--- src/rtl/chunked_serial_adder_pkg.sv ---
// Shared definitions for the chunked serial adder.
//   state_t        : controller states (IDLE, RUN)
//   num_chunks     : number of CHUNK-wide slices in a WIDTH-bit operand
//   cnt_width      : bits needed by the chunk counter, never less than 1
//   chunking_valid : elaboration-time legality test for WIDTH/CHUNK
package chunked_serial_adder_pkg;

   typedef enum logic {
      IDLE = 1'b0,
      RUN  = 1'b1
   } state_t;

   function automatic int num_chunks(input int width, input int chunk);
      return width / chunk;
   endfunction

   function automatic int cnt_width(input int width, input int chunk);
      int n;
      n = num_chunks(width, chunk);
      return (n <= 1) ? 1 : $clog2(n);
   endfunction

   function automatic bit chunking_valid(input int width, input int chunk);
      return (chunk >= 1) && (chunk <= width) && ((width % chunk) == 0);
   endfunction

endpackage

--- src/rtl/chunked_serial_adder_if.sv ---
// Operation bus of the chunked serial adder.
// Handshake: the master raises start with sub/c_in/a/b valid; the slave
// accepts it on any rising edge where busy=0 (busy=0 is the "ready"). A
// start seen while busy=1 is dropped, never queued. Completion is signalled
// by a one-cycle done pulse; sum/c_out/overflow then hold until the next
// completion.
//   start, sub, c_in, a, b          : master -> slave request
//   busy, done, sum, c_out, overflow: slave -> master status/result
interface chunked_serial_adder_if #(
   parameter int WIDTH = 32
);
   logic             start;
   logic             sub;
   logic             c_in;
   logic [WIDTH-1:0] a;
   logic [WIDTH-1:0] b;
   logic             busy;
   logic             done;
   logic [WIDTH-1:0] sum;
   logic             c_out;
   logic             overflow;

   modport master (
      output start, sub, c_in, a, b,
      input  busy, done, sum, c_out, overflow
   );

   modport slave (
      input  start, sub, c_in, a, b,
      output busy, done, sum, c_out, overflow
   );
endinterface

--- src/rtl/chunked_serial_adder_ripple_chunk_adder.sv ---
// Combinational CHUNK-bit ripple adder built from a chain of 1-bit
// full-adder cells.
//   a, b     : CHUNK-bit addends
//   cin      : carry into bit 0
//   s        : CHUNK-bit sum
//   cout     : carry out of the top bit
//   c_msb_in : carry into the top bit (used for signed overflow)
module ripple_chunk_adder #(
   parameter int CHUNK = 4
) (
   input  logic [CHUNK-1:0] a,
   input  logic [CHUNK-1:0] b,
   input  logic             cin,
   output logic [CHUNK-1:0] s,
   output logic             cout,
   output logic             c_msb_in
);

   // Each cell owns its carry nets so the chain is a set of distinct
   // signals rather than one vector feeding back on itself.
   for (genvar i = 0; i < CHUNK; i++) begin : g_fa
      logic ci;
      logic co;
      if (i == 0) begin : g_first
         assign ci = cin;
      end else begin : g_rest
         assign ci = g_fa[i-1].co;
      end
      assign s[i] = a[i] ^ b[i] ^ ci;
      assign co   = (a[i] & b[i]) | (ci & (a[i] ^ b[i]));
   end

   assign cout     = g_fa[CHUNK-1].co;
   assign c_msb_in = g_fa[CHUNK-1].ci;

endmodule

--- src/rtl/chunked_serial_adder.sv ---
// Multi-cycle adder/subtractor processing CHUNK bits per clock, with the
// inter-chunk carry held in a register.
//   clk       : rising-edge clock
//   reset     : asynchronous active-high reset
//   bus       : slave side of chunked_serial_adder_if (start/sub/c_in/a/b
//               in, busy/done/sum/c_out/overflow out)
//   dbg_state : current controller state
module chunked_serial_adder
   import chunked_serial_adder_pkg::*;
#(
   parameter int WIDTH = 32,
   parameter int CHUNK = 4
) (
   input  logic                   clk,
   input  logic                   reset,
   chunked_serial_adder_if.slave  bus,
   output state_t                 dbg_state
);

   localparam int N  = num_chunks(WIDTH, CHUNK);
   localparam int CW = cnt_width(WIDTH, CHUNK);
   localparam logic [CW-1:0] LAST = CW'(N - 1);

   if (!chunking_valid(WIDTH, CHUNK)) begin : g_bad_chunking
      $error("chunked_serial_adder: WIDTH must be a positive multiple of CHUNK");
   end

   state_t           state;
   logic [CW-1:0]    cnt;
   logic [WIDTH-1:0] op_a;
   logic [WIDTH-1:0] op_b;
   logic [WIDTH-1:0] res;
   logic             carry;

   logic             busy_q;
   logic             done_q;
   logic [WIDTH-1:0] sum_q;
   logic             c_out_q;
   logic             overflow_q;

   logic [CHUNK-1:0] slice_a;
   logic [CHUNK-1:0] slice_b;
   logic [CHUNK-1:0] slice_s;
   logic             cy;
   logic             c_top;
   logic [WIDTH-1:0] res_next;
   int               base;

   // Operand slice selected by the chunk counter.
   always_comb begin
      base    = int'(cnt) * CHUNK;
      slice_a = op_a[base +: CHUNK];
      slice_b = op_b[base +: CHUNK];
   end

   ripple_chunk_adder #(
      .CHUNK (CHUNK)
   ) u_chunk (
      .a        (slice_a),
      .b        (slice_b),
      .cin      (carry),
      .s        (slice_s),
      .cout     (cy),
      .c_msb_in (c_top)
   );

   // Result with the current slice merged in; on the last chunk this is
   // the complete result that goes to sum.
   always_comb begin
      res_next = res;
      res_next[int'(cnt) * CHUNK +: CHUNK] = slice_s;
   end

   always_ff @(posedge clk or posedge reset) begin
      if (reset) begin
         state      <= IDLE;
         cnt        <= '0;
         op_a       <= '0;
         op_b       <= '0;
         res        <= '0;
         carry      <= 1'b0;
         busy_q     <= 1'b0;
         done_q     <= 1'b0;
         sum_q      <= '0;
         c_out_q    <= 1'b0;
         overflow_q <= 1'b0;
      end else begin
         done_q <= 1'b0;
         case (state)
            IDLE: begin
               if (bus.start) begin
                  // Subtraction is a + ~b + 1: invert B and force carry-in.
                  op_a   <= bus.a;
                  op_b   <= bus.sub ? ~bus.b : bus.b;
                  carry  <= bus.sub ? 1'b1 : bus.c_in;
                  cnt    <= '0;
                  busy_q <= 1'b1;
                  state  <= RUN;
               end
            end
            RUN: begin
               res   <= res_next;
               carry <= cy;
               if (cnt == LAST) begin
                  // The last chunk holds bit WIDTH-1, so c_top is the
                  // carry into the MSB.
                  sum_q      <= res_next;
                  c_out_q    <= cy;
                  overflow_q <= c_top ^ cy;
                  done_q     <= 1'b1;
                  busy_q     <= 1'b0;
                  cnt        <= '0;
                  state      <= IDLE;
               end else begin
                  cnt <= cnt + 1'b1;
               end
            end
            default: state <= IDLE;
         endcase
      end
   end

   assign bus.busy     = busy_q;
   assign bus.done     = done_q;
   assign bus.sum      = sum_q;
   assign bus.c_out    = c_out_q;
   assign bus.overflow = overflow_q;
   assign dbg_state    = state;

endmodule
--- src/flat_wrapper.sv ---
// flat-port wrapper written by rule: the top's interface ports become plain ports
module chunked_serial_adder_flat import chunked_serial_adder_pkg::*;
#(
   parameter int WIDTH = 32,
   parameter int CHUNK = 4
)
  (clk, reset, dbg_state, bus_start, bus_sub, bus_c_in, bus_a, bus_b, bus_busy, bus_done, bus_sum, bus_c_out, bus_overflow);
  chunked_serial_adder_if #(.WIDTH(WIDTH)) bus_i ();
  input  logic clk;
  input  logic reset;
  output state_t dbg_state;
  input wire logic [$bits(bus_i.start)-1:0] bus_start;
  input wire logic [$bits(bus_i.sub)-1:0] bus_sub;
  input wire logic [$bits(bus_i.c_in)-1:0] bus_c_in;
  input wire logic [$bits(bus_i.a)-1:0] bus_a;
  input wire logic [$bits(bus_i.b)-1:0] bus_b;
  output wire logic [$bits(bus_i.busy)-1:0] bus_busy;
  output wire logic [$bits(bus_i.done)-1:0] bus_done;
  output wire logic [$bits(bus_i.sum)-1:0] bus_sum;
  output wire logic [$bits(bus_i.c_out)-1:0] bus_c_out;
  output wire logic [$bits(bus_i.overflow)-1:0] bus_overflow;
  assign bus_i.start = bus_start;
  assign bus_i.sub = bus_sub;
  assign bus_i.c_in = bus_c_in;
  assign bus_i.a = bus_a;
  assign bus_i.b = bus_b;
  assign bus_busy = bus_i.busy;
  assign bus_done = bus_i.done;
  assign bus_sum = bus_i.sum;
  assign bus_c_out = bus_i.c_out;
  assign bus_overflow = bus_i.overflow;
  chunked_serial_adder #(.WIDTH(WIDTH), .CHUNK(CHUNK)) u_core (.clk(clk), .reset(reset), .bus(bus_i), .dbg_state(dbg_state));
endmodule
--- config.mk ---
export PLATFORM = sky130hd
export DESIGN_NAME = chunked_serial_adder_flat
export DESIGN_NICKNAME = d
export VERILOG_FILES = /design/src/rtl/chunked_serial_adder_pkg.sv /design/src/rtl/chunked_serial_adder_if.sv /design/src/rtl/chunked_serial_adder_ripple_chunk_adder.sv /design/src/rtl/chunked_serial_adder.sv /design/src/flat_wrapper.sv
export SDC_FILE = /design/constraint.sdc
export NUM_CORES = 1
export LEC_CHECK = 0
export CAP_MARGIN = 10
export CORE_AREA = 2 2 170 105
export CTS_BUF_LIST = sky130_fd_sc_hd__clkbuf_8
export CTS_CLUSTER_DIAMETER = 150
export DETAILED_ROUTE_END_ITERATION = 12
export DIE_AREA = 0 0 172 107
export PLACE_DENSITY = 0.68
export SYNTH_ARGS = -nofsm -noshare
export SYNTH_HDL_FRONTEND = slang
export SYNTH_SLANG_ARGS = --single-unit
--- constraint.sdc ---
create_clock -name clk -period 6.7 [get_ports clk]
set_input_delay 1.34 -clock clk [delete_from_list [all_inputs] [get_ports clk]]
set_output_delay 1.34 -clock clk [all_outputs]
set_load 0.03 [all_outputs]
==> metrics, run 1 <==
status finished, final reports clean; largest family of logic cells by synthesized area multiplexers; Multi-input gate area 2967 sq um; initial antenna violation count 0; Layout Nets 725; post-route cell area 8217 sq um; Max Freq 236.0 MHz; overall power 4.374 mW; Worst EP required 7.08 ns; crit end category flop; Die H 107 um; Area growth syn-to-layout 23.86%; Initial Util 0.3937; Starting DRT DRC Count 256; Die Wd 172 um; share of layout cells above drive strength 1 0.1879; number of hold buffers added after cts 0; EDFF count, synth 0; CTS tree done; I/O Buffers 105; Post-route DRC 0; Hold Path Class flop to flop; Post-DRT Antenna Nets 0; compound-cell area share of the yosys netlist 0.06752; full die area 18400 sq um; Synth Area in Adders 0.01962; wire per inst 17.73 um; mux share of post-synthesis cell area 0.1929; post-synthesis simple-gate area fraction 0.1224; clock sinks 137; Mapped Nets 642; global route total overflow 0; top cells by area, synth dfrtp_1, mux2_2, mux4_2, nand2_1, xnor2_1; largest net degree at the start of global routing 99; Rows 37; Leak 3.467 nW; Ports 106; setup TNS 0 ns; placed cell area 7804 sq um; clock skew 0.01506 ns; normalized max-slew margin 0.2466; Tcrit/Tclk final 0.6324; sequential-to-total area share from yosys stat 0.5168; Final HPWL DP 11140 um; post-synthesis cell count 565; register area 3430 sq um; H-tree lvl count 4; Synth cell types 44; clk buf depth 2; Synth Flop Type dfrtp_1; commonest cells in the netlist dfrtp_1, nand2_1, mux2_2; Worst Max-Slew Pin Slew 1.115 ns; max-slew violations 0; Crit Path Class flop to flop; CTS Buf Count 17; # diodes 0; clock latency on the worst-skew pair 0.44 ns; maximum VDD drop 0.2524 mV; first drt pass iteration count 5; Power Density 532.3 nW/um^2; ys async rst share 1.000; worst-path fanout max 40; Max Cap Viol 0; post-synth top area share 0.5168; Post-Syn Area 6634 sq um; CP arrival 4.62 ns; CTS clock-pin slew for the worst setup and hold paths 0.08 ns; Tot GR Track Use 0.1853; Startpoint Class flop; Clock Tree Root clkbuf_8; Core Area 16850 sq um; via count 4624; minimum clock period 4.237 ns; Synth area leader dfrtp_1; Post-Synth XOR/XNOR Area 0.04357; most common cell in the netlist dfrtp_1; Setup violations, final 0; Mean Syn Cell Area 11.74 sq um; routed wire length 15850 um; RSZ-0062 raised after global routing no; Fillers 1578; Final Hold Viols 0; post-CTS sizing 0; first-pass GRT wire length 25810 um; Post-CTS Setup Repair Bufs 0; number of synthesis warnings 0; drt via density 5.172; Yosys reg bits 137; RePlAce Congestion 0.8147; vias in the first global route 4699
-- registers in the layout (all words and copies together) (netlist names) --
signal and cells:
u_core.op_a 32, u_core.dbg_state 1, u_core.bus.sum 32, u_core.res 32
u_core.carry 1, u_core.bus.busy 1, u_core.bus.done 1, u_core.bus.overflow 1
u_core.bus.c_out 1, u_core.cnt 3, u_core.op_b 32
-- final timing paths --
path	start	cells past startpoint	end	slack, ns
setup / recovery	u_core.cnt[0]	10	u_core.bus.sum[26]	2.46
hold / removal	u_core.op_b[10]	2	u_core.op_b[10]	0.49
setup reg to reg	u_core.cnt[0]	10	u_core.bus.sum[26]	2.46
hold reg to reg	u_core.op_b[10]	2	u_core.op_b[10]	0.49
max in group asynchronous	reset	3	u_core.cnt[0]	3.98
min in group asynchronous	reset	2	u_core.bus.done	1.39
-- cell type report --
type | count | area share
sequential | 137 | 0.4174
multi-input combinational | 373 | 0.3610
timing repair buffer | 108 | 0.1300
tap | 234 | 0.03563
clock buffer | 19 | 0.03183
clock inverter | 12 | 0.01843
inverter | 11 | 0.005634
-- cells in the final DEF, fill, tap and decap left out, types with 5 or more instances in the layout --
cell and n:
nor2_1 9, o21ai_0 53, nand4_1 11, clkdlybuf4s50_1 104
inv_1 10, dfrtp_1 136, o211ai_1 8, mux2_2 63
clkbuf_8 19, xnor2_1 32, nor2b_1 5, nand2b_1 5
mux4_2 16, nand2_1 85, mux2i_1 21
-- routing by layer --
metal	share of wire	up-vias	routed length [um]	GRT usage
met3	0.067	13	1068	0.03839
met4	0.0078	0	123	0.05162
li1	-	2145	-	-
met2	0.41	155	6513	0.2499
met5	0	-	0	0
met1	0.51	2311	8141	0.2960
-- report_power, final --
group	internal [mW]	total [mW]	switching (mW)	leakage (nW)
registers	1.19	1.49	0.295	1.72
clock network	0.384	0.711	0.327	0.201
logic	0.968	2.18	1.21	1.54
-- stage by stage --
step	utilization	hold slack [ns]	setup WS (ns)	instances
final	0.4876	0.4862	2.463	894
after global routing	0.4876	0.5147	2.184	894
after CTS	0.4876	0.4891	2.451	894
after detailed placement	0.4631	0.4708	2.429	863
after global placement	0.4631	0.4614	2.610	863
after floorplan	-	0.4446	1.692	565
-- cell families (layout without fill, tap and decap cells) --
kind of cell | after synthesis | in the layout
AOI/OAI and AO/OA | 78 | 78
xor gates and xnor gates | 33 | 33
adders and majority gates | 8 | 8
buffers and inverters | 55 | 150
DFF | 137 | 137
muxes | 100 | 100
and+or+nand+nor | 154 | 154
-- critical path, stage by stage, from the launching register on --
cell and delay, ns:
dfrtp_2 0.99, mux4_2 0.60, mux2i_1 0.25, fa_1 0.22, inv_1 0.05, fa_1 0.36, inv_1 0.08, fa_1 0.53
nor4bb_1 0.64, nor4b_1 0.31, a311o_1 0.15
Power figures use the tool's default switching activity.
==> run 2, diff against run 1 <==
==> constraint.sdc (replaced) <==
create_clock -name clk -period 3.9 [get_ports clk]
set_input_delay 0.78 -clock clk [delete_from_list [all_inputs] [get_ports clk]]
set_output_delay 0.78 -clock clk [all_outputs]
set_load 0.03 [all_outputs]
==> run 2 against run 1 <==
  * Cell count grew 1.1%
  * Clock skew shrank 0.0070 ns
  * First-iteration DRC count shrank 5.9%
  * Largest power group unchanged
  * Cell area grew 1.2%
  * Utilization grew 0.58 points
  * Routed wire length shrank 0.68%
  * Clock power grew 80%
  * Worst setup slack lost 2.2 ns
  * Sequential cell count is the same
  * Fmax grew 16%
  * Sequential power grew 66%
  * Critical path type unchanged
  * Non-clock buffer count grew 8
==> metrics, run 2 (same netlist as run 1, synthesis figures left out) <==
Core Area 16850 sq um (unchanged); largest net degree at the start of global routing 99 (unchanged); CTS Buf Count 17 (unchanged); Clock Tree Root clkbuf_8; wire per inst 17.41 um (-1.8%); Post-CTS Setup Repair Bufs 0 (unchanged); Leak 3.517 nW (+1.5%); vias in the first global route 4650 (-1.0%); CP startpoint u_core.cnt[0]; status finished, final reports clean; placed insts 871 (+0.93%); worst-path fanout max 12 (-70%); clock power share 0.169 (+0.006); Sequential Power Share 0.326 (-0.014); first drt pass iteration count 5 (unchanged); Fillers 1504 (-4.7%); via count 4623 (-0.022%); Power Density 911.2 nW/um^2 (+71%); clk buf depth 2 (unchanged); maximum VDD drop 0.3938 mV (+56%); clock latency on the worst-skew pair 0.44 ns (about the same); routed wire length 15740 um (-0.68%); Initial Util 0.3937 (unchanged); minimum clock period 3.667 ns (-0.5697 ns); Max Freq 272.7 MHz (+16%); CTS tree done; RSZ-0062 raised after global routing no; global route total overflow 0 (unchanged); crit end category flop; Tot GR Track Use 0.1830 (-0.002301); Post-Layout Cell Count 904 (+1.1%); Startpoint Class flop; full die area 18400 sq um (unchanged); initial antenna violation count 1 (+1); Worst EP required 4.23 ns (-2.85 ns); Die Wd 172 um (unchanged); Starting DRT DRC Count 241 (-5.9%); Gate power share 0.505 (+0.008); Sw Ratio 0.4125 (-0.005737); CTS clock-pin slew for the worst setup and hold paths 0.08 ns (about the same); setup TNS 0 ns (unchanged); normalized max-slew margin 0.3443 (+0.09764); Worst Max-Slew Pin Slew 0.9836 ns (-0.1313 ns); drt via density 5.114 (-1.1%); Critical R2R Launch u_core.cnt[0]; Layout Nets 733 (+1.1%); Die H 107 um (unchanged); Setup violations, final 0 (unchanged); Crit Path Class flop to flop; Final HPWL DP 11350 um (+1.9%); share of layout cells above drive strength 1 0.1991 (+0.01122); clock skew 0.008043 ns (-0.007018 ns); most common cell after layout, fill and taps aside dfrtp_1; Tcrit/Tclk final 0.9404 (+0.3080); max-slew violations 0 (unchanged); Ports 106 (unchanged); RePlAce Congestion 0.7916 (-2.8%); I/O Buffers 105 (unchanged); sw power 3.125 mW (+71%); Rows 37 (unchanged); register area 3432 sq um (about the same); internal power 4.450 mW (+75%); Multi-input gate area 2967 sq um (unchanged); Max Cap Viol 0 (unchanged); Final Hold Viols 0 (unchanged); CP arrival 4.00 ns (-0.62 ns); Area growth syn-to-layout 25.33%; H-tree lvl count 4 (unchanged); Hold Startpoint u_core.bus.sum[5]; number of hold buffers added after cts 0 (unchanged); Post-DRT Antenna Nets 0 (unchanged); clock sinks 137 (unchanged); most frequent cells in the layout dfrtp_1, clkdlybuf4s50_1, nand2_1, mux2_2, o21ai_0; Hold Path Class flop to flop; Post-route DRC 0 (unchanged); first-pass GRT wire length 25420 um (-1.5%)
run 2: cell types whose count changed in the layout (fill, tap and decap cells not counted), moves of 2 or more:
cell / previous run / this run
buf_4: 3 / 10
clkbuf_8: 19 / 17
clkinv_4: 2 / 4
diode_2: 0 / 2
run 2: cell type report:
class,count,share of cell area
Antenna cell,2,0.0006020
Clock buffer,17,0.02814
Clock inverter,14,0.02378
Inverter,11,0.005418
Multi-Input combinational cell,373,0.3568
Sequential cell,137,0.4128
Tap cell,234,0.03521
Timing Repair Buffer,116,0.1372
run 2: repair_timing:
item | CTS | global route
setup endpoints to repair | 0 | 4
endpoints found under the hold margin | 0 | 0
resized for setup | 0 | 1
run 2: final timing paths:
path	to	slack (ns)	depth (start not counted)
setup / recovery	u_core.bus.sum[27]	0.23	12
hold / removal	u_core.bus.sum[5]	0.48	2
setup reg to reg	u_core.bus.sum[27]	0.23	12
hold reg to reg	u_core.bus.sum[5]	0.48	2
max in group asynchronous	u_core.op_a[31]	2.06	3
min in group asynchronous	u_core.op_b[2]	0.88	2
run 2: stage by stage:
step / setup WS, ns / hold slack [ns] / total power [mW] / cell area [sq um] / utilization
global placement: 0.2454 / 0.4637 / 6.190 / 7875 / 0.4673
detailed placement: 0.1669 / 0.4692 / 6.308 / 7875 / 0.4673
global route: 0.04458 / 0.5025 / 8.100 / 8309 / 0.4931
finish: 0.2326 / 0.4825 / 7.576 / 8314 / 0.4934
CTS: 0.1524 / 0.4881 / 7.610 / 8307 / 0.4929
floorplan: 0.2777 / 0.4446 / 5.124 / 6638 / -
run 2: power groups by stage:
stage          combinational [mW]  clock, mW  sequential (mW)
2_1_floorplan                2.53          0             2.59
3_3_place_gp                 3.72          0             2.47
3_5_place_dp                 3.82          0             2.49
4_1_cts                      3.84       1.31             2.47
5_1_grt                      4.17       1.37             2.56
6_report                     3.82       1.28             2.47
run 2: worst max-delay path: stages, from the launching register on:
cell and delay, ns:
dfrtp_4 0.57, mux4_2 0.55, mux2i_1 0.20, fa_1 0.21, inv_1 0.05, fa_1 0.35, inv_1 0.07, fa_1 0.20
inv_1 0.06, fa_1 0.54, and4b_1 0.29, nor4b_1 0.15, a311o_1 0.30
run 2: metal layers:
layer | global-route usage | share of wire | vias to the layer above
li1 | - | - | 2170
met5 | 0 | 0 | -
met3 | 0.05906 | 0.072 | 15
met4 | 0.04202 | 0.0076 | 0
met1 | 0.2767 | 0.50 | 2284
met2 | 0.2536 | 0.42 | 154
